## src/rtl/mapper_ctx_engine_pkg.sv

```systemverilog
// Shared definitions for the mapper context save/restore engine.
package mapper_ctx_engine_pkg;

  // Mapper register indices, also used by the mapper FSM and hypervisor decode.
  localparam logic [1:0] MAPREG_A = 2'd3;
  localparam logic [1:0] MAPREG_X = 2'd2;
  localparam logic [1:0] MAPREG_Y = 2'd1;
  localparam logic [1:0] MAPREG_Z = 2'd0;

  typedef enum logic [1:0] {
    CTX_IDLE   = 2'd0,
    CTX_SAVE   = 2'd1,
    CTX_RST_WR = 2'd2,
    CTX_FINISH = 2'd3
  } ctx_state_e;

endpackage

```

## src/rtl/mapper_ctx_shadow.sv

```systemverilog
// 4x8 shadow register file: engine capture port wins over hypervisor writes,
// which are only honoured while the engine is idle.
module mapper_ctx_shadow
  import mapper_ctx_engine_pkg::*;
(
  input  logic       clk,
  input  logic       reset_n,
  input  logic       busy,
  input  logic       cap_en,
  input  logic [1:0] eng_idx,
  input  logic [7:0] cap_data,
  input  logic [1:0] hyp_idx,
  input  logic       hyp_we,
  input  logic [7:0] hyp_wdata,
  output logic [7:0] eng_rdata,
  output logic [7:0] hyp_rdata
);

  logic [7:0] mem [4];

  // Single write port with engine capture taking priority.
  always_ff @(posedge clk or negedge reset_n) begin
    if (!reset_n) begin
      for (int i = 0; i < 4; i++) mem[i] <= '0;
    end else if (cap_en) begin
      mem[eng_idx] <= cap_data;
    end else if (hyp_we && !busy) begin
      mem[hyp_idx] <= hyp_wdata;
    end
  end

  assign eng_rdata = mem[eng_idx];
  assign hyp_rdata = mem[hyp_idx];

endmodule

```

## src/rtl/mapper_ctx_engine.sv

```systemverilog
// Save/restore engine for the user mapper registers A, X, Y, Z.
//
// state      | meaning
// -----------+----------------------------------------------------------
// CTX_IDLE   | waiting for save_req / restore_req
// CTX_SAVE   | reading mapper reg idx into shadow, one per cycle (A..Z)
// CTX_RST_WR | writing shadow[idx] to mapper; holds while map_active
// CTX_FINISH | one-cycle done pulse; marks shadow valid after a save
module mapper_ctx_engine
  import mapper_ctx_engine_pkg::*;
#(
  parameter int unsigned STALL_MAX = 255
) (
  input  logic       clk,
  input  logic       reset_n,
  input  logic       save_req,
  input  logic       restore_req,
  output logic       busy,
  output logic       done,
  output logic       abort,
  output logic       shadow_valid,
  output logic [1:0] map_reg_sel,
  input  logic [7:0] map_reg_data,
  output logic [1:0] map_reg_write_sel,
  output logic [7:0] map_reg_wdata,
  output logic       hypervisor_load_user_reg,
  input  logic       map_active,
  output logic       sel_override,
  input  logic [1:0] shadow_idx,
  input  logic       shadow_we,
  input  logic [7:0] shadow_wdata,
  output logic [7:0] shadow_rdata
);

  // Stall timer counts down to zero; the stall seen at zero is the STALL_MAX-th.
  localparam logic [15:0] STALL_LOAD = 16'(STALL_MAX - 1);

  ctx_state_e  state, state_nxt;
  logic [1:0]  idx, idx_nxt;
  logic        op_save, op_save_nxt;
  logic [15:0] stall_cnt, stall_cnt_nxt;
  logic        cap_en;
  logic [7:0]  eng_rdata;

  mapper_ctx_shadow u_shadow (
    .clk       (clk),
    .reset_n   (reset_n),
    .busy      (busy),
    .cap_en    (cap_en),
    .eng_idx   (idx),
    .cap_data  (map_reg_data),
    .hyp_idx   (shadow_idx),
    .hyp_we    (shadow_we),
    .hyp_wdata (shadow_wdata),
    .eng_rdata (eng_rdata),
    .hyp_rdata (shadow_rdata)
  );

  assign busy = (state != CTX_IDLE);

  // State, index, operation kind and stall timer registers.
  always_ff @(posedge clk or negedge reset_n) begin
    if (!reset_n) begin
      state     <= CTX_IDLE;
      idx       <= MAPREG_A;
      op_save   <= 1'b0;
      stall_cnt <= '0;
    end else begin
      state     <= state_nxt;
      idx       <= idx_nxt;
      op_save   <= op_save_nxt;
      stall_cnt <= stall_cnt_nxt;
    end
  end

  // Shadow contents become valid once a save has fully completed.
  always_ff @(posedge clk or negedge reset_n) begin
    if (!reset_n) begin
      shadow_valid <= 1'b0;
    end else if (state == CTX_FINISH && op_save) begin
      shadow_valid <= 1'b1;
    end
  end

  // Next-state and combinational outputs; the write strobe is unregistered
  // so the mapper sees it in the same cycle it is decided.
  always_comb begin
    state_nxt                = state;
    idx_nxt                  = idx;
    op_save_nxt              = op_save;
    stall_cnt_nxt            = stall_cnt;
    done                     = 1'b0;
    abort                    = 1'b0;
    cap_en                   = 1'b0;
    sel_override             = 1'b0;
    map_reg_sel              = MAPREG_A;
    map_reg_write_sel        = 2'd0;
    map_reg_wdata            = 8'h00;
    hypervisor_load_user_reg = 1'b0;
    case (state)
      CTX_IDLE: begin
        if (save_req) begin
          state_nxt   = CTX_SAVE;
          idx_nxt     = MAPREG_A;
          op_save_nxt = 1'b1;
        end else if (restore_req) begin
          state_nxt     = CTX_RST_WR;
          idx_nxt       = MAPREG_A;
          op_save_nxt   = 1'b0;
          stall_cnt_nxt = STALL_LOAD;
        end
      end
      CTX_SAVE: begin
        sel_override = 1'b1;
        map_reg_sel  = idx;
        cap_en       = 1'b1;
        idx_nxt      = idx - 2'd1;
        if (idx == MAPREG_Z) state_nxt = CTX_FINISH;
      end
      CTX_RST_WR: begin
        if (!map_active) begin
          hypervisor_load_user_reg = 1'b1;
          map_reg_write_sel        = idx;
          map_reg_wdata            = eng_rdata;
          stall_cnt_nxt            = STALL_LOAD;
          idx_nxt                  = idx - 2'd1;
          if (idx == MAPREG_Z) state_nxt = CTX_FINISH;
        end else if (stall_cnt == 16'd0) begin
          abort     = 1'b1;
          state_nxt = CTX_IDLE;
        end else begin
          stall_cnt_nxt = stall_cnt - 16'd1;
        end
      end
      CTX_FINISH: begin
        done      = 1'b1;
        state_nxt = CTX_IDLE;
      end
      default: state_nxt = CTX_IDLE;
    endcase
  end

endmodule

```

## config.mk

```make
export PLATFORM = sky130hd
export DESIGN_NAME = mapper_ctx_engine
export DESIGN_NICKNAME = d
export VERILOG_FILES = /design/src/rtl/mapper_ctx_engine_pkg.sv /design/src/rtl/mapper_ctx_shadow.sv /design/src/rtl/mapper_ctx_engine.sv
export SDC_FILE = /design/constraint.sdc
export NUM_CORES = 1
export LEC_CHECK = 0
export CAP_MARGIN = 30
export CORE_ASPECT_RATIO = 0.7
export CORE_UTILIZATION = 40
export CTS_CLUSTER_SIZE = 40
export DETAILED_ROUTE_END_ITERATION = 8
export GPL_TIMING_DRIVEN = 0
export PLACE_DENSITY = 0.61
export SKIP_LAST_GASP = 1
export SYNTH_ARGS = -nofsm -noshare
export SYNTH_HDL_FRONTEND = slang
export SYNTH_HIERARCHICAL = 1
export SYNTH_SLANG_ARGS = --single-unit
```

## constraint.sdc

```tcl
create_clock -name clk -period 6.2 [get_ports clk]
set_input_delay 0.93 -clock clk [delete_from_list [all_inputs] [get_ports clk]]
set_output_delay 0.93 -clock clk [all_outputs]
set_load 0.05 [all_outputs]
```

Word-level counts from Yosys, hierarchy flattened

Index checks and enable logic that the tools add are counted.

Logic and storage cells: 86
Memories: 0
Input bits: 24
Output and inout bits: 26
Register bits: 54
Bits in read-only memories: 0
Latch bits: 0
Memory bits (writable): 0

Shift-type cells: 0
Equality and inequality tests: 9
Reduce and logical (&&, ||, !) cells: 17
Div/mod/pow operators: 0
$add $sub $neg: 2
Bitwise gates (word level): 2
$mul: 0
Magnitude comparators: 4
Mux-type cells: 43

Operators by type and width:

| operator                                                              | number |
|---|---|
| 32-bit bitwise mux                                                    | 2 |
| 16-bit 2-to-1 mux                                                     | 4 |
| 32-bit 2-to-1 mux                                                     | 2 |
| 8-bit 2-to-1 mux                                                      | 8 |
| 8-bit binary-select mux with 2-bit select                             | 2 |
| 8-bit demux with 2-bit select                                         | 2 |
| 16-bit one-hot mux with 2 select lines                                | 1 |
| 2-bit 2-to-1 mux                                                      | 11 |
| 16-bit logical NOT                                                    | 1 |
| 16-bit by 1-bit subtractor with 16-bit output (second input constant) | 1 |
| 1-bit 2-to-1 mux                                                      | 9 |
| 3-bit != test (second input constant)                                 | 3 |
| 2-bit one-hot mux with 4 select lines                                 | 1 |
| 2-bit nonzero test                                                    | 4 |
| 3-bit greater-or-equal comparator (second input constant)             | 2 |
| 3-bit by 1-bit < comparator with 1-bit output (second input constant) | 2 |
| 2-bit != test (second input constant)                                 | 3 |
| 2-bit NOT with 3-bit output                                           | 2 |
| 2-bit one-hot mux with 3 select lines                                 | 1 |
| 2-bit == test (second input constant)                                 | 2 |
| 1-bit logical AND                                                     | 4 |
| 2-bit logical NOT                                                     | 2 |
| 2-bit AND reduction                                                   | 2 |
| 4-bit AND reduction                                                   | 1 |
| 5 further kinds                                                       | 5 |

Longest topological paths before layout

Gate-level depths: netlist (run 1).

Depth after elaboration: 8
Gate-level depth with buffers: 9
Gate-level depth less buffers: 7

By module

The synthesis (run 1) kept the hierarchy.

By module, submodules not included:

| module            | instances | sequential area each (µm²) | area an instance (µm²) | cells an instance |
|---|---|---|---|---|
| mapper_ctx_shadow | 1         | 800.8                      | 2018.2                 | 175 |
| mapper_ctx_engine | 1         | 553.0                      | 1381.3                 | 161 |

Least setup slack after synthesis (run 1)

Ideal clock, no wire load.

Path kind: input port to output port
From: input port map_active
To: output port map_reg_wdata[0]
Slack: 3046 ps
Data required time: 5270 ps
Arrival time: 2224 ps
Buffers on the path: 1
Cell stages on the path: 3
Cell sequence: nor2b_1 clkbuf_1 and2_1

Longest elaborated chain between the ends: 2

Ends and longest elaborated chain:

| what             | RTL line                 | source |
|---|---|---|
| start, declared  | mapper_ctx_engine.sv:27  | `input logic map_active,` |
| 8-bit 2-to-1 mux | mapper_ctx_engine.sv:121 | `if (!map_active) begin` |
| 8-bit 2-to-1 mux | mapper_ctx_engine.sv:100 | `case (state)` |
| end, declared    | mapper_ctx_engine.sv:25  | `output logic [7:0] map_reg_wdata,` |

Every way passes these cells.

Worst setup path in the final report (run 1)

From: input port shadow_idx[0]
To: output port shadow_rdata[0]

Longest elaborated chain between the ends: 4

Ends and longest elaborated chain:

| what                                                | RTL line                | source |
|---|---|---|
| start, declared                                     | mapper_ctx_engine.sv:29 | `input logic [1:0] shadow_idx,` |
| 2-bit NOT with 3-bit output (implied by the code)   | mapper_ctx_shadow.sv:33 | `assign hyp_rdata = mem[hyp_idx];` |
| 8-bit binary-select mux with 2-bit select           | mapper_ctx_shadow.sv:33 |  |
| 8-bit 2-to-1 mux (implied by the code) (2 in a row) | mapper_ctx_shadow.sv:33 |  |
| end, declared                                       | mapper_ctx_engine.sv:32 | `output logic [7:0] shadow_rdata` |

Every way passes these cells. The select of a mux whose other input is x is not followed.

==> metrics.txt, run 1 <==
clock slew at the register clock pins of the worst setup and hold paths=0.07 ns; placed cells=between 400 and 500; post-synthesis adder-cell area fraction=2.21%; setup_tns=0 ns; hold_buf cts=0; Routed Antenna Nets=0; Core ar.=8040 µm²; max_cap viols=0; Worst Reg-to-Reg Cells=8; htree depth=2; Synth Register Bits=54; relative slew slack=45.5%; Cell Pwr Density=468 nW/µm²; TritonCTS buffer count=5; Synth top area share=38.3%; critical path depth in cells=5; commonest non-fill, non-tap cells in the layout=dfrtp_1, clkdlybuf4s50_1, nand2_1; Critical path buffers and inverters=4; crit path capture type=primary output; Clock Latency Late Sink=0.29 ns; Sink Count=between 50 and 60; CTS tree=built; M1 WL=5010 µm; first-pass GRT wire length=15700 µm; most used cell along the critical path=clkdlybuf4s50_1; vias=about 3000; Top delay family on crit path=buffers and inverters; die area=between 8000 and 9000 µm²; Ports=50; drt drc=2; HPWL after DPL=6930 µm; Simple-Gate Fraction of Synth Area=around a fifth; # setup viols final=0; 1st-pass router iterations=7; CP max stage delay=0.72 ns; ys async rst share=100%; area delta synth->final=23.7%; mux cell area share after synthesis=roughly a tenth; total global routing overflow=0; Die X=112 µm; crit path launch type=input pin; Worst EP required=around 5.3 ns; largest net degree at the start of global routing=31; Initial DRC Count=288; Post-synth EDFFs=0; Post-Synth XOR/XNOR Area=0.773%; Place WS=2.08 ns; Final Wtd Congestion=around 0.83; largest family of logic cells by synthesized area=compound AO/OA/AOI/OAI gates; period utilization=66.3%; Final Hold Fails=0; Max Clock Skew=between 0.007 and 0.008 ns; initial antenna violation count=0; starting density of the core=42.3%; Final Max Tran Viols=0; Synthesized Nets=~370; Post-Syn Area=between 3000 and 4000 µm²; Vias/cell=6.03; Pwr Total=1.97 mW; post-DR wirelength/cell=19.8 µm; worst hold path class=flop to flop; die height=79.1 µm; Met2 Routed Length=4000 µm; largest cells by area after synthesis=dfrtp_1, mux4_2, a2bb2oi_1; crit-path cells=clkdlybuf4s50_1 > buf_6 > buf_4 > mux4_2 > clkdlybuf4s50_1; layout cells sized above 1=between 10 and 15%; CTS root buf=clkbuf_16; failing checks=design-rule violations; critical path arrival=3.18 ns; worst setup margin=2.09 ns; most common cell after layout, fill and taps aside=dfrtp_1; maximum clock rate=0.243 GHz; critical path class=input pin to primary output; post-synthesis sequential area ratio=39.8%; syn avg cell area=10.1 µm²; cts repair resizes=0; filler-free cell count of the finished design=between 400 and 500; diode count=0; post-synthesis compound-gate area fraction=23.0%; Slowest-stage cell, CP=clkdlybuf4s50_1; site row count=27; WL final=9830 µm; Peak VDD IR=about 0.00035 V; Hold Path Depth=1; Yosys warnings=6; Post-CTS Setup Inserts=0; Total GRT Usage=a little under a quarter; post-layout min period=just over 4 ns; Critical Path Fanout Max=10; number of global-route vias before repair=2928; DR top layer=met4; largest area contributor in the netlist=dfrtp_1; Top FF cell, synth=dfrtp_1; Longest Clk Path Bufs=2; DR WL met3=746 µm; unrepaired setup endpoints after global routing=no; worst-margin pin slew=0.811 ns; Netlist cell types=53; status=finished with violations; number of port buffers=49; Post-Synthesis Cells=336; Static Leak=roughly 1.6 nW; Nets=between 400 and 500
-- per-layer routing --
layer | global-route usage, % | vias up
met1 | 36.3 | 1452
li1 | - | 1417
met4 | 4.53 | 0
met5 | 0 | -
met2 | 32.1 | 116
met3 | 5.57 | 8
-- Yosys cell counts (all sizes together) (2+ instances only) --
library cell / n
or4: 5
nand4: 2
dfstp: 2
clkbuf: 4
nand2b: 5
nor2: 23
o41ai: 2
and2: 13
o211ai: 2
and3: 2
a311oi: 3
or3: 5
nand3: 11
a21oi: 9
a211oi: 3
o22ai: 32
nor4: 2
nand2: 42
a21o: 2
buf: 15
o21ai: 9
a2bb2oi: 33
xor2: 3
nand3b: 4
mux4: 16
or3b: 2
inv: 7
nor3: 4
dfrtp: 52
ha: 6
or2: 3
-- per-stage QoR --
stage | hold slack (ns) | util (%) | area, µm²
2_1_floorplan | 0.444 | - | 3400
3_3_place_gp | 0.444 | 50.0 | 4020
3_5_place_dp | 0.447 | 50.2 | 4040
4_1_cts | 0.466 | 52.3 | 4210
5_1_grt | 0.487 | 52.3 | 4210
6_report | 0.461 | 52.3 | 4210
-- layout make-up --
type / count / area [µm²]
Multi-Input combinational cell: 256 / 1910
Tap cell: 101 / 126
Inverter: 7 / 26.3
Buffer: 19 / 113
Sequential cell: 54 / 1350
Timing Repair Buffer: 51 / 513
Fill cell: 750 / 3830
Clock buffer: 8 / 166
-- power by group --
| group | internal [mW] | switching (mW) | total (mW) | leakage (nW) |
|---|---|---|---|---|
| registers | 0.488 | 0.108 | 0.596 | 0.610 |
| clock network | 0.183 | 0.125 | 0.308 | 0.0832 |
| logic | 0.470 | 0.596 | 1.07 | 0.927 |
-- final timing paths --
check                                         start                           end  slack, ns
hold reg to reg            shadow_valid$_DFFE_PN0P_      shadow_valid$_DFFE_PN0P_       0.46
setup reg to reg               state[1]$_DFFE_PN0P_     stall_cnt[15]$_DFFE_PN0P_       3.69
hold / removal             shadow_valid$_DFFE_PN0P_      shadow_valid$_DFFE_PN0P_       0.46
max in group asynchronous                   reset_n  u_shadow/mem[24]$_DFFE_PN0P_       4.99
setup / recovery                      shadow_idx[0]               shadow_rdata[0]       2.09
min in group asynchronous                   reset_n   u_shadow/mem[5]$_DFFE_PN0P_       0.64
-- state kept, by name, summed over array words and instances (netlist names) --
| name | flops |
|---|---|
| shadow_valid | 1 |
| idx | 2 |
| u_shadow/mem | 32 |
| state | 2 |
| op_save | 1 |
| stall_cnt | 16 |
-- logic make-up (layout without fill, tap and decap cells) --
logic type                 Yosys count  in the layout
adders and majority gates            6              6
AOI/OAI and AO/OA                  103            103
and+or+nand+nor                    128            128
muxes                               16             16
DFF                                 54             54
xor gates and xnor gates             3              3
buffers and inverters               26             85
-- worst register-to-register path, cell delays in order, from the launching register on --
cell and delay (ns):
dfrtp_1 0.41, inv_1 0.12, ha_1 0.15, clkbuf_1 0.25, nand3b_1 0.19, a2111o_1 0.45, a41o_2 0.30, or4_1 0.41
a21oi_1 0.16
No activity file was read; power rests on OpenSTA's default activity.
==> inputs of run 2 (changes only) <==
--- a/config.mk
+++ b/config.mk
@@ -11,7 +11,7 @@
 export CTS_CLUSTER_SIZE = 40
 export DETAILED_ROUTE_END_ITERATION = 8
 export GPL_TIMING_DRIVEN = 0
-export PLACE_DENSITY = 0.61
+export PLACE_DENSITY = 0.63
 export SKIP_LAST_GASP = 1
 export SYNTH_ARGS = -nofsm -noshare
 export SYNTH_HDL_FRONTEND = slang
==> constraint.sdc (replaced) <==
create_clock -name clk -period 3.4 [get_ports clk]
set_input_delay 0.51 -clock clk [delete_from_list [all_inputs] [get_ports clk]]
set_output_delay 0.51 -clock clk [all_outputs]
set_load 0.05 [all_outputs]
==> run 2 against run 1 <==
Effect of this change:
- the flow still finishes with violations (design-rule violations)
- final cell count is the same
- worst setup slack lost 1.9 ns
- sequential share of layout area grew 0.17 points
- via count grew 2.2%
- largest cell class unchanged
==> metrics.txt, run 2 (same netlist as run 1, synthesis figures left out) <==
status=finished with violations (unchanged); failing checks=design-rule violations (unchanged); site row count=27 (unchanged); GR peak layer=met1 (unchanged); placed cells=488 (unchanged); Worst EP required=2.89 ns (was 5.27 ns); Final Util=52.0% (was 52.3%); Cell Pwr Density=849 nW/µm² (was 468 nW/µm²); Hold Worst Slack=0.242 ns (was 0.461 ns); Clock Latency Late Sink=0.29 ns (about the same); crit path launch type=input pin (unchanged); filler-free cell count of the finished design=496 (unchanged); Slowest-stage cell, CP=clkdlybuf4s50_1 (unchanged); Final Max Tran Viols=0 (unchanged); GR Layer Usage met1=35.1% (was 36.3%); starting density of the core=42.3% (unchanged); number of port buffers=49 (unchanged); largest net degree at the start of global routing=29 (was 31); Peak VDD IR=0.000370 V (was 0.000353 V); Die X=112 µm (unchanged); critical path class=input pin to primary output (unchanged); final instance area=4180 µm² (was 4210 µm²); R2R Setup Slk=0.88 ns (was 3.69 ns); layout cells sized above 1=13.4% (was 13.7%); post-layout min period=3.21 ns; WL final=9820 µm (was 9830 µm); Total GRT Usage=23.4% (was 23.2%); # setup viols final=0 (unchanged); Vias/cell=6.17 (was 6.03); crit-path cells=clkdlybuf4s50_1 > buf_6 > buf_4 > mux4_2 > clkdlybuf4s50_1 (unchanged); total global routing overflow=0 (unchanged); dpl cell area=4040 µm² (unchanged); die area=8880 µm² (unchanged); vias=3060 (was 2993); clock slew at the register clock pins of the worst setup and hold paths=0.07 ns (about the same); worst setup margin=0.186 ns (was 2.09 ns); Longest Clk Path Bufs=2 (unchanged); Largest regs=u_shadow/mem (32), stall_cnt (16) (unchanged); commonest non-fill, non-tap cells in the layout=dfrtp_1, clkdlybuf4s50_1, nand2_1 (unchanged); Critical path buffers and inverters=4 (unchanged); Max Clock Skew=0.00277 ns (was 0.00745 ns); Sink Count=54 (unchanged); routing usage on met2=32.8% (was 32.1%); CTS tree=built (unchanged); Top delay family on crit path=buffers and inverters (unchanged); most common cell after layout, fill and taps aside=dfrtp_1 (unchanged); drt drc=1 (was 2); post-DR wirelength/cell=19.8 µm (about the same); die height=79.1 µm (unchanged); most used cell along the critical path=clkdlybuf4s50_1 (unchanged); max_cap viols=0 (unchanged); max FFs per register=32 (unchanged); R2R Path Start=state[1]$_DFFE_PN0P_ (unchanged); Ports=50 (unchanged); Reg-to-Reg End=stall_cnt[15]$_DFFE_PN0P_ (unchanged); htree depth=2 (unchanged); Core ar.=8040 µm² (unchanged); Critical Path Fanout Max=10 (unchanged); Final Wtd Congestion=0.895 (was 0.830); period utilization=94.5%; Worst Reg-to-Reg Cells=8 (unchanged); unrepaired setup endpoints after global routing=no (unchanged); setup_tns=0 ns (unchanged); Top reg by flops=u_shadow/mem (unchanged); Place WS=0.144 ns (was 2.08 ns); initial antenna violation count=0 (unchanged); relative slew slack=50.0% (was 45.5%); diode count=0 (unchanged); first-pass GRT wire length=15900 µm (was 15700 µm); CTS root buf=clkbuf_16 (unchanged); Static Leak=1.61 nW (was 1.62 nW); worst hold path class=input pin to asynchronous set/reset pin (was flop to flop); 1st-pass router iterations=7 (unchanged); crit path capture type=primary output (unchanged); Final Hold Fails=0 (unchanged); CP max stage delay=0.72 ns (about the same); Pwr Total=3.55 mW (was 1.97 mW); met3 Use GR=6.56% (was 5.57%); HPWL after DPL=7000 µm (was 6930 µm); Initial DRC Count=193 (was 288); TritonCTS buffer count=5 (unchanged); area delta synth->final=23.0% (was 23.7%); critical path arrival=2.70 ns (was 3.18 ns); Routed Antenna Nets=0 (unchanged); Nets=424 (unchanged); worst-margin pin slew=0.748 ns (was 0.811 ns); number of global-route vias before repair=2987 (was 2928); maximum clock rate=0.311 GHz
[run 2: worst max path at each step]
stage          slack (ns)             endpoint  cells past startpoint                 start
5_1_grt              0.11      shadow_rdata[0]                      5         shadow_idx[0]
3_5_place_dp         0.14     map_reg_wdata[1]                      5            map_active
2_1_floorplan        0.91     map_reg_wdata[0]                      5  state[0]$_DFFE_PN0P_
6_report             0.19      shadow_rdata[0]                      5         shadow_idx[0]
4_1_cts              0.05     map_reg_wdata[6]                      6  state[0]$_DFFE_PN0P_
3_3_place_gp         0.06  op_save$_DFFE_PN0P_                      1               reset_n
[run 2: report_power, final]
part / internal [mW] / leakage (nW) / switching [mW] / total (mW)
clock: 0.275 / 0.0652 / 0.227 / 0.502
sequential: 0.891 / 0.610 / 0.196 / 1.09
combinational: 0.858 / 0.931 / 1.10 / 1.96
[run 2: final cells by class]
class	instances	area, µm²
timing repair buffer	51	513
clock buffer	8	136
buffer	19	114
tap	101	126
multi-input combinational	256	1910
sequential	54	1350
fill	740	3860
inverter	7	26.3
[run 2: what timing repair did]
action / CTS / global route
endpoints found under the setup margin: 0 / 10
gates resized for setup: 0 / 3
buffers inserted: 0 / 0
endpoints found under the hold margin: 0 / 0
hold buffers: 0 / 0
[run 2: metal layers]
layer	vias to the layer above	part of all wire, %
met1	1490	47
li1	1412	-
met3	14	9.2
met2	144	42
met5	-	0
met4	0	1.3
==> RTL edit: new RTL, config.mk and constraints of run 2 <==
Encoding of `ctx_state_e`: now one-hot (4 bits for 4 states).
--- a/src/rtl/mapper_ctx_engine_pkg.sv
+++ b/src/rtl/mapper_ctx_engine_pkg.sv
@@ -8,9 +8,9 @@
   localparam logic [1:0] MAPREG_Z = 2'd0;
 
-  typedef enum logic [1:0] {
-    CTX_IDLE   = 2'd0,
-    CTX_SAVE   = 2'd1,
-    CTX_RST_WR = 2'd2,
-    CTX_FINISH = 2'd3
+  typedef enum logic [3:0] {
+    CTX_IDLE   = 4'b0001,
+    CTX_SAVE   = 4'b0010,
+    CTX_RST_WR = 4'b0100,
+    CTX_FINISH = 4'b1000
   } ctx_state_e;
 
Formal check against the unedited RTL: no difference found for any inputs over 4 cycles, from zero or initial values and one cycle with reset_n low; so few cycles prove little.
==> RTL edit against run 2 <==
  * Register-to-register slack worse by 0.04 ns
  * Utilization down 0.59 points
  * Die area up 3.4%
  * Worst hold slack worse by 0.029 ns
  * Global-route usage up 0.32 points
  * Area after synthesis up 3.5%
  * Routed wire length up 6.6%
  * First-iteration DRC count up 19%
  * Total power down 4.7%
  * Sequential cell count up 2
  * Via count up 5.7%
  * Cell area up 4.2%
  * Setup slack worse by 0.088 ns
  * Largest power group unchanged
  * Highest routed layer unchanged
==> RTL edit: results (changes against run 2) <==
<table>
<tr><th>Metric</th><th>Value</th></tr>
<tr><th colspan="2">Synth</th></tr>
<tr><td>Count of unique library cells instantiated by Yosys</td><td>56 (+5.7%)</td></tr>
<tr><td>Top post-synthesis cells by count</td><td>dfrtp_1, nand2_1, o22ai_1</td></tr>
<tr><td>Part of the Yosys area used for sequential elements</td><td>39.9% (+0.11 points)</td></tr>
<tr><td>Most area-consuming cells after synthesis</td><td>dfrtp_1, mux4_2, a2bb2oi_1, o22ai_1, nand2_1</td></tr>
<tr><td>Area fraction in compound gates after synthesis</td><td>23.6% (+0.57 points)</td></tr>
<tr><td>Net count of the mapped netlist</td><td>367 (+0.27%)</td></tr>
<tr><th colspan="2">Drt</th></tr>
<tr><td>Initial DRC Count</td><td>230 (+19%)</td></tr>
<tr><td>Number of remaining DRC errors</td><td>0 (-1)</td></tr>
<tr><td>Number of vias per cell after detailed routing</td><td>6.23 (+1.0%)</td></tr>
<tr><th colspan="2">Placed design</th></tr>
<tr><td>Final weighted congestion in routability-driven placement</td><td>0.829 (-7.3%)</td></tr>
<tr><td>Port-buffer cells</td><td>48 (-2.0%)</td></tr>
<tr><td>Half-perimeter wire length of the detailed placement result</td><td>7420 um (+5.9%)</td></tr>
<tr><th colspan="2">Critical path</th></tr>
<tr><td>Start of the worst register-to-register path</td><td>state[0]</td></tr>
<tr><td>Minimum setup slack among reg-to-reg paths</td><td>0.84 ns (-0.04 ns)</td></tr>
<tr><td>Capturing point of the worst reg2reg path</td><td>u_shadow/mem[1]</td></tr>
<tr><th colspan="2">STA</th></tr>
<tr><td>Max transition margin</td><td>34.9% (-15 points)</td></tr>
<tr><td>Final worst clock skew</td><td>0.00704 ns (+0.00427 ns)</td></tr>
<tr><td>WHS</td><td>0.213 ns (-0.0287 ns)</td></tr>
<tr><th colspan="2">Pwr</th></tr>
<tr><td>Max IR drop VDD</td><td>0.000334 V (-9.7%)</td></tr>
<tr><td>Internal power</td><td>2030 uW (+0.38%)</td></tr>
<tr><td>Static leakage</td><td>0.00175 uW (+8.8%)</td></tr>
<tr><th colspan="2">Final layout</th></tr>
<tr><td>Largest registers</td><td>u_shadow/mem: 32 flops, stall_cnt: 16 flops, state: 4 flops</td></tr>
<tr><td>Fraction of final layout cells sized beyond drive strength 1</td><td>15.3% (+1.9 points)</td></tr>
<tr><th colspan="2">GRT</th></tr>
<tr><td>Total global routing track utilization</td><td>23.8% (+0.32 points)</td></tr>
<tr><td>Wire length of the first global-routing pass</td><td>16,300 um (+2.5%)</td></tr>
<tr><th colspan="2">Run status</th></tr>
<tr><td>Run status</td><td>finished clean</td></tr>
</table>
RTL edit: metrics by stage:
step                      setup WS (ns)  instance area, sq um  utilization [%]  setup TNS, ns  std cells
after floorplan                   0.522                  3520                -              0        341
after global placement          -0.0187                  4160             49.0         -0.760        509
after detailed placement          0.150                  4180             49.3              0        511
after CTS                        0.0614                  4350             51.3              0        519
after global routing            0.00741                  4360             51.4              0        519
final                            0.0982                  4360             51.4              0        519
RTL edit: worst max path at each step:
stage / start / to / slack, ns / cells past startpoint
3_5_place_dp: shadow_idx[0] / shadow_rdata[0] / 0.15 / 5
3_3_place_gp: reset_n / stall_cnt[15] / -0.02 / 1
6_report: state[1] / map_reg_wdata[3] / 0.1 / 5
5_1_grt: state[1] / map_reg_wdata[2] / 0.007 / 5
2_1_floorplan: state[0] / map_reg_sel[0] / 0.52 / 3
4_1_cts: state[1] / map_reg_wdata[6] / 0.06 / 5
RTL edit: power groups by stage:
| stage | registers [uW] | logic [uW] | clock network, uW |
|---|---|---|---|
| global route | 1160 | 1750 | 632 |
| finish | 1130 | 1650 | 599 |
| detailed placement | 1140 | 1640 | 0 |
| global placement | 1120 | 1610 | 0 |
| CTS | 1130 | 1650 | 604 |
| floorplan | 1080 | 1210 | 0 |
RTL edit: critical path, cell delays in order (launching register included):
cell and delay (ns):
dfrtp_1 0.36, buf_2 0.18, nor4b_4 0.57, clkbuf_2 0.39, and3_1 0.20, clkdlybuf4s50_1 0.80
RTL edit: area by class of cell:
| class | instances | area share, % |
|---|---|---|
| clock inverters | 2 | 0.890 |
| repair buffers | 50 | 11.7 |
| inverters | 10 | 0.861 |
| multi-input cells | 251 | 44.7 |
| plain buffers | 24 | 3.16 |
| flip-flops and latches | 56 | 32.2 |
| clock buffers | 6 | 2.96 |
| well taps | 120 | 3.44 |
RTL edit: cell families (layout without fill, tap and decap cells):
kind of cell	Yosys count	after routing
compound gates	111	111
fa+ha+maj	2	2
buf+inv	34	92
flops	56	56
mux	21	21
simple gates	117	117
RTL edit: repair_timing:
action | in CTS | in global routing
setup endpoints to repair | 9 | 4
gates cloned | 0 | 0
hold buffers | 0 | 0
resized for setup | 3 | 4
RTL edit: per-layer routing:
layer | up-vias | global-route usage, % | share of wire (%)
met4 | 0 | 6.88 | 1.3
met3 | 14 | 4.45 | 7.5
met1 | 1616 | 34.9 | 47
met2 | 146 | 35.5 | 45
met5 | - | 0 | 0
li1 | 1459 | - | -
